**config.mk**
```make
export PLATFORM = sky130hd
export DESIGN_NAME = mul_slice_accumulator
export DESIGN_NICKNAME = d
export VERILOG_FILES = /design/src/rtl/mul_slice_accumulator.sv
export SDC_FILE = /design/constraint.sdc
export NUM_CORES = 1
export LEC_CHECK = 0
export ABC_AREA = 1
export BUFFER_PORTS_ARGS = -buffer_cell sky130_fd_sc_hd__clkbuf_2
export CAP_MARGIN = 0
export CORE_ASPECT_RATIO = 0.75
export CORE_MARGIN = 3
export CORE_UTILIZATION = 50
export CTS_BUF_LIST = sky130_fd_sc_hd__clkbuf_8
export DETAILED_ROUTE_END_ITERATION = 8
export MAX_ROUTING_LAYER = met4
export PLACE_DENSITY = 0.81
export SLEW_MARGIN = 20
export SYNTH_ARGS = -nofsm -noshare
export SYNTH_HDL_FRONTEND = slang
export SYNTH_SLANG_ARGS = --single-unit
```
**constraint.sdc**
```tcl
create_clock -name clk -period 4.62 [get_ports clk]
set_clock_uncertainty 0.1 [all_clocks]
set_input_delay 0.462 -clock clk [delete_from_list [all_inputs] [get_ports clk]]
set_output_delay 0.462 -clock clk [all_outputs]
set_load 0.01 [all_outputs]
```
**src/rtl/mul_slice_accumulator.sv**
```systemverilog
// mul_slice_accumulator: shift-accumulates NUM_SLICES byte-slice partial products
// into a full unsigned A_W x (SLICE_W*NUM_SLICES) product behind a valid/ready output.
module mul_slice_accumulator #(
    parameter int A_W        = 32,
    parameter int SLICE_W    = 8,
    parameter int NUM_SLICES = 4,
    parameter int PP_W       = A_W + SLICE_W,
    parameter int OUT_W      = A_W + SLICE_W * NUM_SLICES
) (
    input  logic             clk,
    input  logic             nrst,
    input  logic             in_valid,
    output logic             in_ready,
    input  logic             in_first,
    input  logic [PP_W-1:0]  in_data,
    output logic             out_valid,
    input  logic             out_ready,
    output logic [OUT_W-1:0] out_data,
    output logic             err_seq
);
    localparam int CW = $clog2(NUM_SLICES + 1);
    localparam logic [CW-1:0] LAST = CW'(NUM_SLICES - 1);

    typedef enum logic [1:0] {IDLE, ACCUM, DONE} state_t;

    state_t           state;
    logic [CW-1:0]    cnt;
    logic [OUT_W-1:0] acc;
    logic [OUT_W-1:0] ext;
    logic [OUT_W-1:0] sum;

    assign in_ready = nrst & (state != DONE);
    assign ext      = OUT_W'(in_data);
    assign sum      = acc + (ext << (SLICE_W * cnt));

    always_ff @(posedge clk) begin
        if (!nrst) begin
            state     <= IDLE;
            cnt       <= '0;
            acc       <= '0;
            out_valid <= 1'b0;
            out_data  <= '0;
            err_seq   <= 1'b0;
        end else begin
            case (state)
                IDLE: if (in_valid) begin
                    if (!in_first) begin
                        err_seq <= 1'b1;
                    end else if (NUM_SLICES == 1) begin
                        acc       <= ext;
                        out_data  <= ext;
                        out_valid <= 1'b1;
                        state     <= DONE;
                    end else begin
                        acc   <= ext;
                        cnt   <= CW'(1);
                        state <= ACCUM;
                    end
                end
                ACCUM: if (in_valid) begin
                    if (in_first) begin
                        // A fresh slice 0 abandons the partial product in flight
                        acc     <= ext;
                        cnt     <= CW'(1);
                        err_seq <= 1'b1;
                    end else if (cnt == LAST) begin
                        acc       <= sum;
                        out_data  <= sum;
                        out_valid <= 1'b1;
                        cnt       <= '0;
                        state     <= DONE;
                    end else begin
                        acc <= sum;
                        cnt <= cnt + 1'b1;
                    end
                end
                DONE: if (out_ready) begin
                    out_valid <= 1'b0;
                    state     <= IDLE;
                end
                default: state <= IDLE;
            endcase
        end
    end
endmodule
```
==> results.py <==
metrics = {
    "outcome": {
        "status": "completed",
    },
    "placed_design": {
        "io_buffers": 111,
        "gp_congestion": 1.09,
        "dp_hpwl_um": 45900,
    },
    "global_route": {
        "grt_pass1_wl_um": 82900,
        "overflow": 0,
        "grt_max_degree": 78,
        "grt_pass1_vias": 13400,
        "antenna_found_initial": 1,
        "grtUsageTotal_pct": 42.9,
    },
    "critical_path": {
        "cpMostUsedCell": "nand2_1",
        "endpoint_kind": "flop",
        "cp.required_ps": 4930,
        "critPathMaxFanout": 48,
        "crit_buf_inv": 3,
        "max_stage_delay_ps": 860,
        "crit_path_start_kind": "flop",
        "cp_top_family": "simple AND/OR/NAND/NOR gates",
        "slowest_stage": "dfxtp_2",
        "crit_type": "reg2reg",
        "crit_path_cell_trace": "buf_4 -> o21ai_0 -> o21ai_0 -> nor2_1 -> ha_1 -> nand2_1 -> nor2_1 -> inv_1 -> nor2_1 -> and2_1 -> nand2_1 -> nand2_1 -> nand2_1 -> nand2_1 -> nand2_1 -> nand2_1 -> nand2_1 -> nand2_1 -> inv_1",
        "arrival_ps": 4700,
    },
    "clock_network": {
        "cts_made_buffers": 17,
        "cts_setup_buffers": 0,
        "path_clk_slew_ps": 100,
        "cts_resized": 0,
        "clk_latency_ps": 510,
        "ctsHoldBuffers": 0,
        "clock-sinks": 135,
        "cts_tree": "done",
        "cts-root-buf": "clkbuf_8",
        "clockBufferDepth": 2,
        "htree_levels": 4,
    },
    "yosys": {
        "syn_area_um2": 12400,
        "ys_top_cells_by_area": "nand2_1 (26%), dfxtp_1 (22%), inv_1 (14%)",
        "synth_top_area_share_pct": 26.4,
        "seq_area_frac_synth_pct": 21.7,
        "synth_edf_count": 0,
        "synth_nets": 2380,
        "yosysTopAreaCell": "nand2_1",
        "netlist-cell-type-count": 39,
        "yosys_warnings": 0,
        "synth-seq-cells": 135,
        "netlist_instances": 2270,
        "synth_ff_type": "dfxtp_1",
        "ys_async_sr_fraction_pct": 0,
        "syn_area_per_cell_um2": 5.47,
    },
    "power_and_ir_drop": {
        "vdd_drop_max_uv": 310,
        "p_per_area_nw_per_um2": 257,
        "p_leak_nw": 7.89,
    },
    "timing": {
        "period_needed_ps": 4390,
        "finalSetupTns_ps": 0,
        "hold_viol": 0,
        "hold_ws_ps": 156,
        "slew_violations": 0,
        "rsz0062_at_grt": "false",
        "period_share_pct": 95.0,
        "setup_viol": 0,
        "clock.fmax_mhz": 228,
        "tightest_slew_ps": 1080,
        "relSlewSlack_pct": 28.2,
    },
    "drt": {
        "wl_met2_um": 20900,
        "highest_layer": "met4",
        "dr_total_vias": 15000,
        "drt-initial-drc-count": 2177,
        "wl_met3_um": 9330,
        "viasPerCell": 5.55,
        "ant_nets": 0,
        "firstDrtPassIters": 6,
        "drc_errors": 0,
        "wl_met1_um": 25600,
        "routedWlPerCell_um": 21.0,
        "wl_um": 56800,
    },
    "floorplan": {
        "die_y_um": 143,
        "io_pins": 112,
        "die_w_um": 188,
        "initial_core_util_pct": 51.3,
        "dieArea_um2": 26800,
        "rows": 49,
        "coreArea_um2": 24200,
    },
    "cells_and_area": {
        "final_common_cell": "nand2_1",
        "drive_gt1_share_pct": 7.96,
        "final_cell_mix": "nand2_1 (873), inv_1 (459), nor2_1 (145), dfxtp_1 (134), a21oi_1 (124)",
        "nets": 2471,
        "syn_to_final_growth_pct": 10.5,
    },
    "min_path": {
        "hold_path.class": "in2reg",
    },
    "job": {
        "maxCapViolations": 0,
    },
}
==> Yosys cell counts, types with 7 or more instances <==
cell        n
nand2_1   873
inv_1     458
nor2_1    145
dfxtp_1   135
a21oi_1   124
nand3_1   116
o21ai_0    87
ha_1       64
o211ai_1   41
clkbuf_1   39
o21a_1     36
nor3_1     17
o22ai_1    15
buf_2      13
buf_1      12
xor2_1     11
inv_2      10
o21bai_1   10
o221ai_1   10
nand3b_1    9
xnor2_1     9
nand4_1     7
==> worst paths after layout <==
path	from	to	slack [ps]	cells past startpoint
worst max-delay path	cnt[0]	out_data[59]	230	19
worst min-delay path	out_ready	out_valid	160	4
worst min register to register	acc[46]	acc[46]	380	2
worst max register to register	cnt[0]	out_data[59]	230	19
==> sequential cells by signal, indices dropped and copies added (netlist names) <==
| signal | cells |
|---|---|
| acc | 64 |
| out_data | 64 |
| cnt | 3 |
| state | 2 |
| err_seq | 1 |
| out_valid | 1 |
==> power breakdown <==
part | switching, mW | internal, mW | leakage [nW]
Clock | 0.617 | 0.453 | 0.195
Sequential | 0.0371 | 1.20 | 1.09
Combinational | 0.894 | 0.327 | 6.60
==> layout make-up <==
| cell class | instances | area [um^2] |
|---|---|---|
| Multi-Input combinational cell | 1597 | 7680 |
| Fill cell | 2566 | 10500 |
| Inverter | 469 | 1760 |
| Tap cell | 331 | 414 |
| Timing Repair Buffer | 141 | 793 |
| Clock buffer | 18 | 248 |
| Antenna cell | 1 | 2.50 |
| Clock inverter | 14 | 135 |
| Sequential cell | 135 | 2700 |
==> per-layer routing <==
layer | track usage, % | vias to the layer above
met5 | - | -
met2 | 54.7 | 1021
met1 | 62.5 | 6735
li1 | - | 7183
met4 | 7.89 | 0
met3 | 17.6 | 78
==> worst min-delay path, delay by kind of cell <==
kind | cells | cell delay, ps
AO/OA/AOI/OAI | 1 | 50
AND/OR/NAND/NOR | 2 | 100
buffers and inverters | 1 | 90
==> kinds of logic (layout without fill, tap and decap cells) <==
family | Yosys count | count (layout) | synth area share [%]
fa+ha+maj | 65 | 65 | 6.60
buf+inv | 538 | 642 | 16.6
compound gates | 336 | 336 | 16.0
other cells | 0 | 1 | 0
xor+xnor | 20 | 20 | 1.41
flops | 135 | 135 | 21.7
simple gates | 1176 | 1176 | 37.7
==> stage by stage <==
step | power [mW] | instances | instance area (um^2) | setup slack, ps | utilization [%]
after detailed placement | 2.40 | 2673 | 13400 | 444 | 55.1
final | 3.53 | 2706 | 13700 | 229 | 56.7
after CTS | 3.44 | 2705 | 13700 | 419 | 56.7
after floorplan | 1.97 | 2270 | 12400 | 1660 | -
after global routing | 3.64 | 2706 | 13700 | 32.7 | 56.7
after global placement | 2.40 | 2673 | 13400 | 466 | 55.1
No activity file was read; power rests on OpenSTA's default activity.
